$ cat src/rtl/aksp_mbist_mbisr.sv
// March C- MBIST over a 16x8 register file with one spare word.
// A single faulty word is remapped to the spare and the array is re-tested.
module aksp_mbist_mbisr (
    input  logic       clk,
    input  logic       rst,
    input  logic       ena,
    input  logic [7:0] ui_in,
    output logic [7:0] uo_out,
    input  logic [7:0] uio_in,
    output logic [7:0] uio_out,
    output logic [7:0] uio_oe
);

    typedef enum logic [1:0] {IDLE, MARCH, REPAIR, DONE} state_t;

    state_t     state, state_n;
    logic [7:0] mem [16];
    logic [7:0] spare;
    logic [3:0] cnt;
    logic [2:0] elem;
    logic       sub;
    logic       pass2;
    logic       found, unrep, err2;
    logic       fail, repaired, remap;
    logic [3:0] fail_addr;
    logic       inj, stuck, second;
    logic [3:0] faddr;

    logic       two_op, down, is_rd, is_wr;
    logic       exp_one, wr_one, to_spare, hit;
    logic       mis, step_done, last, start;
    logic       found_n, unrep_n, err_n;
    logic [3:0] addr;
    logic [7:0] raw, rd, wd;
    logic       unused_ok;

    assign unused_ok = &{1'b0, ena, uio_in};

    always_comb begin
        two_op    = (elem != 3'd0) && (elem != 3'd5);
        down      = (elem >= 3'd3);
        addr      = down ? ~cnt : cnt;
        is_rd     = (elem == 3'd5) || (two_op && !sub);
        is_wr     = !is_rd;
        exp_one   = (elem == 3'd2) || (elem == 3'd4);
        wr_one    = (elem == 3'd1) || (elem == 3'd3);
        wd        = {8{wr_one}};
        to_spare  = remap && (addr == fail_addr);
        raw       = to_spare ? spare : mem[addr];
        // Stuck bit only exists in the main array
        hit       = inj && !to_spare &&
                    ((addr == faddr) || (second && (addr == ~faddr)));
        rd        = {raw[7:1], hit ? stuck : raw[0]};
        mis       = (state == MARCH) && is_rd && (rd != {8{exp_one}});
        step_done = !two_op || sub;
        last      = (elem == 3'd5) && (cnt == 4'hF);
        start     = ui_in[0] && ((state == IDLE) || (state == DONE));
        found_n   = found || mis;
        unrep_n   = unrep || (mis && found && (addr != fail_addr));
        err_n     = err2 || mis;
    end

    always_comb begin
        state_n = state;
        unique case (state)
            IDLE:   if (start) state_n = MARCH;
            MARCH: begin
                if (last) begin
                    if (pass2)        state_n = DONE;
                    else if (unrep_n) state_n = DONE;
                    else if (found_n) state_n = REPAIR;
                    else              state_n = DONE;
                end
            end
            REPAIR: state_n = MARCH;
            DONE:   if (start) state_n = MARCH;
            default: state_n = IDLE;
        endcase
    end

    always_ff @(posedge clk or posedge rst) begin
        if (rst) begin
            state     <= IDLE;
            cnt       <= '0;
            elem      <= '0;
            sub       <= 1'b0;
            pass2     <= 1'b0;
            found     <= 1'b0;
            unrep     <= 1'b0;
            err2      <= 1'b0;
            fail      <= 1'b0;
            repaired  <= 1'b0;
            remap     <= 1'b0;
            fail_addr <= '0;
            inj       <= 1'b0;
            stuck     <= 1'b0;
            second    <= 1'b0;
            faddr     <= '0;
        end else begin
            state <= state_n;
            if (start) begin
                cnt       <= '0;
                elem      <= '0;
                sub       <= 1'b0;
                pass2     <= 1'b0;
                found     <= 1'b0;
                unrep     <= 1'b0;
                err2      <= 1'b0;
                fail      <= 1'b0;
                repaired  <= 1'b0;
                remap     <= 1'b0;
                fail_addr <= '0;
                inj       <= ui_in[1];
                stuck     <= ui_in[2];
                second    <= ui_in[3];
                faddr     <= ui_in[7:4];
            end
            if (state == MARCH) begin
                sub <= two_op && !sub;
                if (step_done) begin
                    cnt <= cnt + 4'd1;
                    if (cnt == 4'hF) elem <= elem + 3'd1;
                end
                if (mis) begin
                    if (pass2) begin
                        err2 <= 1'b1;
                    end else if (!found) begin
                        found     <= 1'b1;
                        fail_addr <= addr;
                    end else if (addr != fail_addr) begin
                        unrep <= 1'b1;
                    end
                end
                if (last) begin
                    if (pass2) begin
                        fail     <= err_n;
                        repaired <= !err_n;
                    end else if (unrep_n) begin
                        fail <= 1'b1;
                    end
                end
            end
            if (state == REPAIR) begin
                remap <= 1'b1;
                cnt   <= '0;
                elem  <= '0;
                sub   <= 1'b0;
                pass2 <= 1'b1;
            end
        end
    end

    // Array is not reset; every march rewrites all words before reading
    always_ff @(posedge clk) begin
        if ((state == MARCH) && is_wr) begin
            if (to_spare) spare <= wd;
            else          mem[addr] <= wd;
        end
    end

    assign uo_out  = {fail_addr, (state == MARCH) || (state == REPAIR),
                      repaired, fail, state == DONE};
    assign uio_out = 8'h00;
    assign uio_oe  = 8'h00;

endmodule

$ cat config.mk
export PLATFORM = sky130hd
export DESIGN_NAME = aksp_mbist_mbisr
export DESIGN_NICKNAME = d
export VERILOG_FILES = /design/src/rtl/aksp_mbist_mbisr.sv
export SDC_FILE = /design/constraint.sdc
export NUM_CORES = 1
export LEC_CHECK = 0
export ABC_AREA = 1
export CAP_MARGIN = 20
export CORE_ASPECT_RATIO = 0.8
export CORE_MARGIN = 2
export CORE_UTILIZATION = 46
export DETAILED_ROUTE_END_ITERATION = 6
export PLACE_DENSITY_LB_ADDON = 0.12
export SKIP_LAST_GASP = 1
export SLEW_MARGIN = 20
export SYNTH_ARGS = -nofsm -noshare
export SYNTH_HDL_FRONTEND = slang
export SYNTH_SLANG_ARGS = --single-unit
$ cat constraint.sdc
create_clock -name clk -period 2.69 [get_ports clk]
set_clock_uncertainty 0.2 [all_clocks]
set_input_delay 0.269 -clock clk [delete_from_list [all_inputs] [get_ports clk]]
set_output_delay 0.269 -clock clk [all_outputs]
set_load 0.05 [all_outputs]
==> out/results.txt, run 1 <==
Status: finished with violations
Failing checks: setup timing
Seq/Total Area, Yosys: 40.2%
Reg-to-Reg End: fail_addr[2]
Finished Core Util: 60.1%
R2r setup slk: -100 ps
Post-synth top area cell: dfrtp_1
DRC viols: 0
Main synth FF type: dfrtp_1
Placed insts: 490
Post-Layout Cell Count: 505
Slew @ Worst Pin: 626 ps
Unique masters post-synth: 33
Post-synthesis register bit count: 44
Mapped Area: 2950 µm²
Maximum clock insertion buffer count: 2
CP required: 2680 ps
Count leader, synth: nand2_1
Post-synth EDFFs: 17
Setup crit end kind: flop
N_diodes: 0
Relative slew slack: 57.8%
Final HPWL DP: 4740 µm
Final worst slack: -104 ps
Vias: 2433
Share of the synthesized area in the top cell type: 22.9%
Core area: 6310 µm²
Gpl congestion: 0.796
Area delta synth->final: 28.3%
CTS Buf Count: 5
CP max-delay cell: dfrtp_1
Chip height: 75.7 µm
Synth top cells by count: nand2_1 (80), inv_1 (54), nor2_1 (41)
Critical path class: reg -> reg
Vias/cell: 4.82
Standard-cell rows: 26
Max-slew violation count: 0
TritonCTS clock tree: done
Crit path from: elem[1]
Final #Nets: 449
Input/output buffers: 17
Io pins: 43
Setup TNS: -627 ps
Vias in the first global route: 2139
Initial DRC count: 120
# fillers: 577
Fmax: 358 MHz
CTS Sinks: 44
Crit share post-route: 104%
WP data arrival: 2780 ps
Avg Cell Area, Syn: 8.03 µm²
Hold crit path type: in -> async
Setup WS pre-CTS: -192 ps
Cell Pwr Density: 1240 nW/µm²
Final WL: 6600 µm
Asr flop ratio synth: 61.4%
Largest cells by area after synthesis: dfrtp_1 (23%), edfxtp_1 (17%), nand2_1 (10%)
Clock-pin slew on the worst setup and hold paths: 80 ps
Syn Inst Count: 368
Initial antenna violation count: 0
Final setup fails: 8
Worst path cell trace: ha_2 > ha_4 > nor2_8 > buf_6 > nand3_4 > nand2_4 > inv_1 > nor2_1 > nand2_1 > nand3_2 > nor2_2 > nor2_4 > nor2_4 > nor2_8 > nand4_4 > nand3_2 > o21ai_1
Startpoint Class: flop
Leak: 1.79 nW
Crit path to: fail_addr[2]
Max incr delay on CP: 390 ps
DR pass1 iterations: 4
R2R Path Start: elem[1]
Drt wl/cell: 13.1 µm
Yosys warns: 0
Pin count of the biggest net entering global routing: 28
Fin. Hold Viols: 0
CTS H-tree lvls: 2
First-pass GRT wire length: 10700 µm
Worst-path maximum fanout: 6
Die ar.: 7080 µm²
Max-Cap Viols: 0
R2R depth: 17
Remaining antenna violation count: 0
WHS: 127 ps
Total grt overflow: 0
Clk_lat worst skew: 300 ps
Clk root buf: clkbuf_8
Initial Utilization: 46.8%
Crit path time final: 2790 ps
RSZ-0062 raised after global routing: yes
Die Wd: 93.6 µm
Layout cells sized above 1: 28.5%
Max IR drop VDD: 452 µV
Hold_buf cts: 0
Tot GR Track Use: 19.9%
==> worst min-delay path by stage <==
stage	from	end	slack, ps	depth (start not counted)
after floorplan	rst	cnt[0]	120	1
after global placement	second	second	270	2
after detailed placement	second	second	280	2
after CTS	rst	fail	140	3
after global routing	rst	repaired	190	3
final	rst	err2	130	3
==> report_power, final <==
part	leakage (nW)	switching [W]	internal, W
clock network	0.0455	0.000232	0.000210
registers	0.507	0.000183	0.000917
logic	1.24	0.00201	0.00115
==> layer usage <==
layer	vias to the layer above	track usage [%]	part of all wire, %
li1	1244	-	-
met1	1131	28.8	52
met2	51	31.6	44
met3	7	3.26	3.6
met4	0	5.31	1.2
met5	-	0	0
==> stage by stage <==
stage,instance area [µm²],power [W]
floorplan,3010,0.00295
global placement,3350,0.00366
detailed placement,3350,0.00373
CTS,3600,0.00441
global route,3790,0.00508
finish,3790,0.00470
==> cell usage in the layout (no fill, tap or decap), types with 2 or more instances in the layout <==
master / n
nand2_2: 12
nand3_4: 10
o21ai_1: 7
nor3_1: 5
edfxtp_1: 17
a21oi_1: 8
nor2_4: 11
clkbuf_8: 6
nand3_1: 23
o22ai_1: 2
nor2_2: 15
dfrtp_1: 27
nand4_1: 3
buf_6: 4
inv_1: 53
nand3_2: 10
ha_1: 8
nand4_4: 2
nor2_8: 2
o21ai_0: 13
nor2_1: 20
nand3b_1: 3
conb_1: 16
clkbuf_1: 2
nand2_1: 73
buf_4: 28
clkdlybuf4s50_1: 17
nand2_4: 12
==> state kept, by name, summed over array words and instances, names as in the netlist, 2 cells and up <==
register and count:
elem 3, cnt 4, fail_addr 4, faddr 4, state 2, mem 16
==> timing repair <==
action / 4_1_cts / 5_1_grt
pin swaps: 6 / 24
buffers inserted: 2 / 4
cloned: 1 / 0
resized for setup: 31 / 43
setup endpoints to repair: 26 / 26
==> area by class of cell <==
| class | instances | area (µm²) | area share, % |
|---|---|---|---|
| Timing Repair Buffer | 50 | 445 | 11.8 |
| Clock buffer | 8 | 90.1 | 2.38 |
| Inverter | 56 | 223 | 5.88 |
| Sequential cell | 44 | 1190 | 31.3 |
| Tap cell | 84 | 105 | 2.77 |
| Multi-Input combinational cell | 263 | 1740 | 45.9 |
==> critical path, delay by kind of cell (launching register included) <==
kind                     cells  cell delay [ps]
flip-flops                   1              390
AND/OR/NAND/NOR             12             1400
adder cells (fa/ha/maj)      2              380
buffers and inverters        2              240
AO/OA/AOI/OAI                1               60
==> cells by family (layout without fill, tap and decap cells) <==
family,after synthesis,count (layout),share of synthesized area (%)
simple gates,203,204,37.2
buf+inv,77,114,12.4
flops,44,44,40.2
compound gates,33,33,5.85
fa+ha+maj,10,10,4.24
other cells,1,16,0.127
Power figures use the tool's default switching activity.
==> inputs of run 2 (changes only) <==
--- a/config.mk
+++ b/config.mk
@@ -12,6 +12,7 @@
 export CORE_UTILIZATION = 46
 export DETAILED_ROUTE_END_ITERATION = 6
 export PLACE_DENSITY_LB_ADDON = 0.12
+export SKIP_CTS_REPAIR_TIMING = 1
 export SKIP_LAST_GASP = 1
 export SLEW_MARGIN = 20
 export SYNTH_ARGS = -nofsm -noshare
==> run 2 against run 1 <==
Compared with the run above:
- the run still ends with setup timing left
- clock power barely moved
- first-iteration DRC count rose by 9.2%
- sequential power barely moved
- worst hold slack got worse by 2.9 ps
- cell area fell by 3.9%
- total power fell by 5.9%
- sequential cell count did not move
- cell count fell by 0.79%
- utilization fell by 2.3 points
- non-clock buffer count fell by 4
==> out/results.txt, run 2 (synthesis results as in run 1) <==
Status: finished with violations
Failing checks: setup timing
Final #Nets: 445
Crit share post-route: 105%
Vias: 2413
CP required: 2680 ps
Setup crit end kind: flop
CTS Sinks: 44
Vias in the first global route: 2046
Max incr delay on CP: 390 ps
CP max-delay cell: dfrtp_1
Fin. Hold Viols: 0
Final WL: 6550 µm
Most frequent cells in the layout: nand2_1 (78), inv_1 (53), nor2_1 (31)
Leak: 1.76 nW
DR pass1 iterations: 5
Commonest non-fill, non-tap cell in the layout: nand2_1
# fillers: 598
Layout cells sized above 1: 23.5%
Hold crit path type: in -> async
Clk root buf: clkbuf_8
Drt wl/cell: 13.1 µm
Initial antenna violation count: 0
N_diodes: 0
Crit path max-delay family: simple AND/OR/NAND/NOR gates
Fmax: 353 MHz
Tot GR Track Use: 19.0%
Standard-cell rows: 26
Placed Area: 3350 µm²
RSZ-0062 raised after global routing: yes
Relative slew slack: 59.3%
Met3 WL: 201 µm
CTS H-tree lvls: 2
Max-Cap Viols: 0
Critical path class: reg -> reg
Die ar.: 7080 µm²
Max-slew violation count: 0
Cell Pwr Density: 1210 nW/µm²
Placed insts: 490
Clock-pin slew on the worst setup and hold paths: 80 ps
First-pass GRT wire length: 10200 µm
Startpoint Class: flop
Initial DRC count: 131
Max reg flops: 16
Max IR drop VDD: 441 µV
CTS Buf Count: 5
Slew @ Worst Pin: 604 ps
Final worst slack: -142 ps
Initial Utilization: 46.8%
Gpl congestion: 0.796
Post-Layout Cell Count: 501
Worst Path Buf+Inv: 2
Finished Core Util: 57.7%
Routed length on met1: 3410 µm
Input/output buffers: 17
Clk_lat worst skew: 300 ps
WP data arrival: 2820 ps
Pin count of the biggest net entering global routing: 28
Total grt overflow: 0
Die Wd: 93.6 µm
Chip height: 75.7 µm
TritonCTS clock tree: done
Setup TNS: -1480 ps
Vias/cell: 4.82
Remaining antenna violation count: 0
DRC viols: 0
Area delta synth->final: 23.3%
Top sig layer: met4
Most used cell, CP: nand2_1
Maximum clock insertion buffer count: 2
Met2 wire len: 2850 µm
Core area: 6310 µm²
Crit path time final: 2830 ps
Worst-path maximum fanout: 8
Worst path cell trace: ha_2 > ha_4 > nor2_8 > nand2_8 > nand2_4 > nand2_4 > buf_12 > inv_6 > nand2_1 > nand2_1 > nand2_1 > nand3_2 > nor2_2 > nor2_4 > nor2_4 > nor2_8 > nand4_4 > nand3_1 > o21ai_1
Io pins: 43
Final setup fails: 17
Final HPWL DP: 4740 µm
Final Cell Area: 3640 µm²
Largest Register: mem
## run 2: cell types whose count changed in the layout (fill, tap and decap cells not counted), moves of 2 or more
cell     before  now
nor2_1       20   31
nor2_4       11    4
nand2_1      73   78
nand2_2      12    7
nand3_1      23   27
nor2_2       15   11
buf_4        28   25
nand3_4      10    7
o21ai_1       7    5
## run 2: final cells by class
class | count | area, µm² | area share (%)
inverters | 56 | 218 | 5.98
well taps | 84 | 105 | 2.88
flip-flops and latches | 44 | 1190 | 32.6
repair buffers | 46 | 412 | 11.3
clock buffers | 8 | 90.1 | 2.47
multi-input cells | 263 | 1630 | 44.8
## run 2: layer usage
metal / track usage [%] / up-vias
li1: - / 1239
met5: 0 / -
met4: 5.31 / 0
met2: 29.0 / 47
met3: 3.26 / 7
met1: 28.1 / 1120
## run 2: worst paths after layout
kind | from | to | slack (ps) | cells past startpoint
max in group asynchronous | rst | fail_addr[2] | 1890 | 3
min reg2reg | second | second | 290 | 2
max | elem[1] | fail_addr[2] | -140 | 19
max reg2reg | elem[1] | fail_addr[2] | -140 | 19
min in group clk | second | second | 290 | 2
min | rst | fail | 120 | 3
## run 2: power by group
part | switching [W] | internal, W
Combinational | 0.00184 | 0.00105
Sequential | 0.000183 | 0.000917
Clock | 0.000231 | 0.000210
## run 2: stage by stage
step / setup slack, ps / power (W) / hold slack [ps]
2_1_floorplan: 24.6 / 0.00295 / 122
3_3_place_gp: -132 / 0.00366 / 273
3_5_place_dp: -192 / 0.00373 / 278
4_1_cts: -211 / 0.00417 / 136
5_1_grt: -300 / 0.00480 / 190
6_report: -142 / 0.00443 / 125
## run 2: worst register-to-register path: stages, from the launching register on
cell     delay [ps]
dfrtp_1         390
ha_2            200
ha_4            180
nor2_8          210
nand2_8         120
nand2_4         110
nand2_4          60
buf_12          140
inv_6            60
nand2_1          50
nand2_1          80
nand2_1          70
nand3_2          90
nor2_2           50
nor2_4          160
nor2_4           60
nor2_8          160
nand4_4         160
nand3_1         110
o21ai_1          60
==> inputs of run 3 (changes only) <==
--- a/config.mk
+++ b/config.mk
@@ -8,7 +8,6 @@
 export ABC_AREA = 1
 export CAP_MARGIN = 20
 export CORE_ASPECT_RATIO = 0.8
-export CORE_MARGIN = 2
 export CORE_UTILIZATION = 46
 export DETAILED_ROUTE_END_ITERATION = 6
 export PLACE_DENSITY_LB_ADDON = 0.12
==> run 3 against run 2 <==
Compared with the run above:
- the run still ends with setup timing left
- utilization increased by 3.0 points
- worst hold slack is essentially flat
- register-to-register slack improved by 20 ps
- total power grew 2.8%
- count of clock-buffer cells in the layout down 1
- first-iteration DRC count rose by 8.4%
- non-clock buffer count down 1
- critical path depth is the same
- setup slack improved by 19 ps
- largest power group unchanged
- critical path type unchanged
==> out/results.txt, run 3 (synthesis results as in run 1) <==
Setup crit end kind: flop
Max-slew violation count: 0
CP max-delay cell: dfrtp_1
TritonCTS clock tree: done
CTS H-tree lvls: 2
Leak: 1.76 nW
Fin. Hold Viols: 0
Final setup fails: 16
Standard-cell rows: 25
Max reg flops: 16
Drt wl/cell: 12.9 µm
Slew @ Worst Pin: 609 ps
Finished Core Util: 60.7%
Vias/cell: 4.91
First-pass GRT wire length: 10500 µm
Max IR drop VDD: 502 µV
Failing checks: setup timing
Critical path class: reg -> reg
Tot GR Track Use: 20.5%
R2R Path Start: elem[1]
Remaining antenna violation count: 0
Placed Area: 3340 µm²
Worst path cell trace: ha_2 > ha_4 > nor2_8 > nand2_8 > nand2_4 > nand2_4 > buf_12 > nand2_2 > nand2_2 > nor2_2 > nand2_1 > nand2_2 > nand4_1 > nand2_2 > nor2_4 > nor2_8 > nand4_4 > nand3_2 > o21ai_1
RSZ-0062 raised after global routing: yes
Initial Utilization: 48.9%
Max incr delay on CP: 390 ps
Final Cell Area: 3670 µm²
Crit path time final: 2810 ps
Fmax: 356 MHz
Pin count of the biggest net entering global routing: 28
Final worst slack: -123 ps
Layout cells sized above 1: 25.0%
Startpoint Class: flop
Input/output buffers: 17
Final HPWL DP: 4660 µm
Crit share post-route: 105%
Crit path max-delay family: simple AND/OR/NAND/NOR gates
Gpl congestion: 0.812
Clk root buf: clkbuf_8
Clk_lat worst skew: 300 ps
CP required: 2680 ps
Die ar.: 6750 µm²
Clock-pin slew on the worst setup and hold paths: 90 ps
Relative slew slack: 58.9%
Die Wd: 91.6 µm
Worst Path Buf+Inv: 1
Core area: 6040 µm²
Vias: 2438
Final #Nets: 444
Status: finished with violations
Area delta synth->final: 24.1%
Worst-path maximum fanout: 8
Io pins: 43
WHS: 124 ps
Max-Cap Viols: 0
Most frequent cells in the layout: nand2_1 (67), inv_1 (53), nor2_1 (31)
Cell Pwr Density: 1240 nW/µm²
Largest Register: mem
Crit path from: elem[1]
Hold crit path type: in -> async
Most used cell, CP: nand2_2
Total grt overflow: 0
Chip height: 73.7 µm
N_diodes: 0
Final WL: 6390 µm
Initial antenna violation count: 0
Initial DRC count: 142
Vias in the first global route: 2198
WP data arrival: 2800 ps
DR pass1 iterations: 4
CTS Buf Count: 5
CTS Sinks: 44
Commonest non-fill, non-tap cell in the layout: nand2_1
DRC viols: 0
Maximum clock insertion buffer count: 2
-- run 3: cell count changes in the layout (fill, tap and decap cells not counted), sizes merged --
cell    delta
buf        -1
bufinv     +1
clkbuf     -1
-- run 3: path summary, 6_finish.rpt --
check | endpoint | slack [ps] | depth (start not counted)
max in group asynchronous | cnt[0] | 1900 | 3
min in group clk | inj | 290 | 3
worst min-delay path | cnt[3] | 120 | 3
worst max-delay path | fail_addr[3] | -120 | 19
worst min register to register | second | 310 | 2
worst max register to register | fail_addr[3] | -120 | 19
-- run 3: cell type report --
| class | instances | area (µm²) |
|---|---|---|
| fill | 543 | 2370 |
| clock buffer | 7 | 76.3 |
| inverter | 56 | 220 |
| multi-input combinational | 263 | 1650 |
| timing repair buffer | 45 | 404 |
| sequential | 44 | 1190 |
| tap | 81 | 101 |
| clock inverter | 1 | 30.0 |
-- run 3: worst register-to-register path: stages (launching register included) --
cell and delay (ps):
dfrtp_1 390, ha_2 210, ha_4 180, nor2_8 210, nand2_8 130, nand2_4 100
nand2_4 60, buf_12 140, nand2_2 60, nand2_2 50, nor2_2 100, nand2_1 70
nand2_2 70, nand4_1 100, nand2_2 100, nor2_4 50, nor2_8 170, nand4_4 150
nand3_2 110, o21ai_1 60
-- run 3: per-layer routing --
layer  global-route usage (%)  up-vias  part of all wire, %
met2                     30.5       60                   44
met1                     30.1     1129                   50
met3                     3.11       10                  4.2
met5                        0        -                    0
li1                         -     1239                    -
met4                     7.76        0                  1.5
-- run 3: metrics by stage --
step                      TNS [ps]  power [W]  instances  setup WS (ps)
final                        -1000    0.00455        497           -123
after global routing         -4270    0.00492        497           -312
after CTS                    -3040    0.00421        494           -189
after detailed placement     -2610    0.00368        486           -168
after global placement       -1620    0.00364        486           -126
after floorplan                  0    0.00295        383           24.6
-- run 3: power by group --
| group | total, W | leakage [nW] | switching [W] | internal (W) |
|---|---|---|---|---|
| logic | 0.00294 | 1.20 | 0.00187 | 0.00107 |
| registers | 0.00110 | 0.507 | 0.000183 | 0.000916 |
| clock network | 0.000513 | 0.0524 | 0.000234 | 0.000278 |
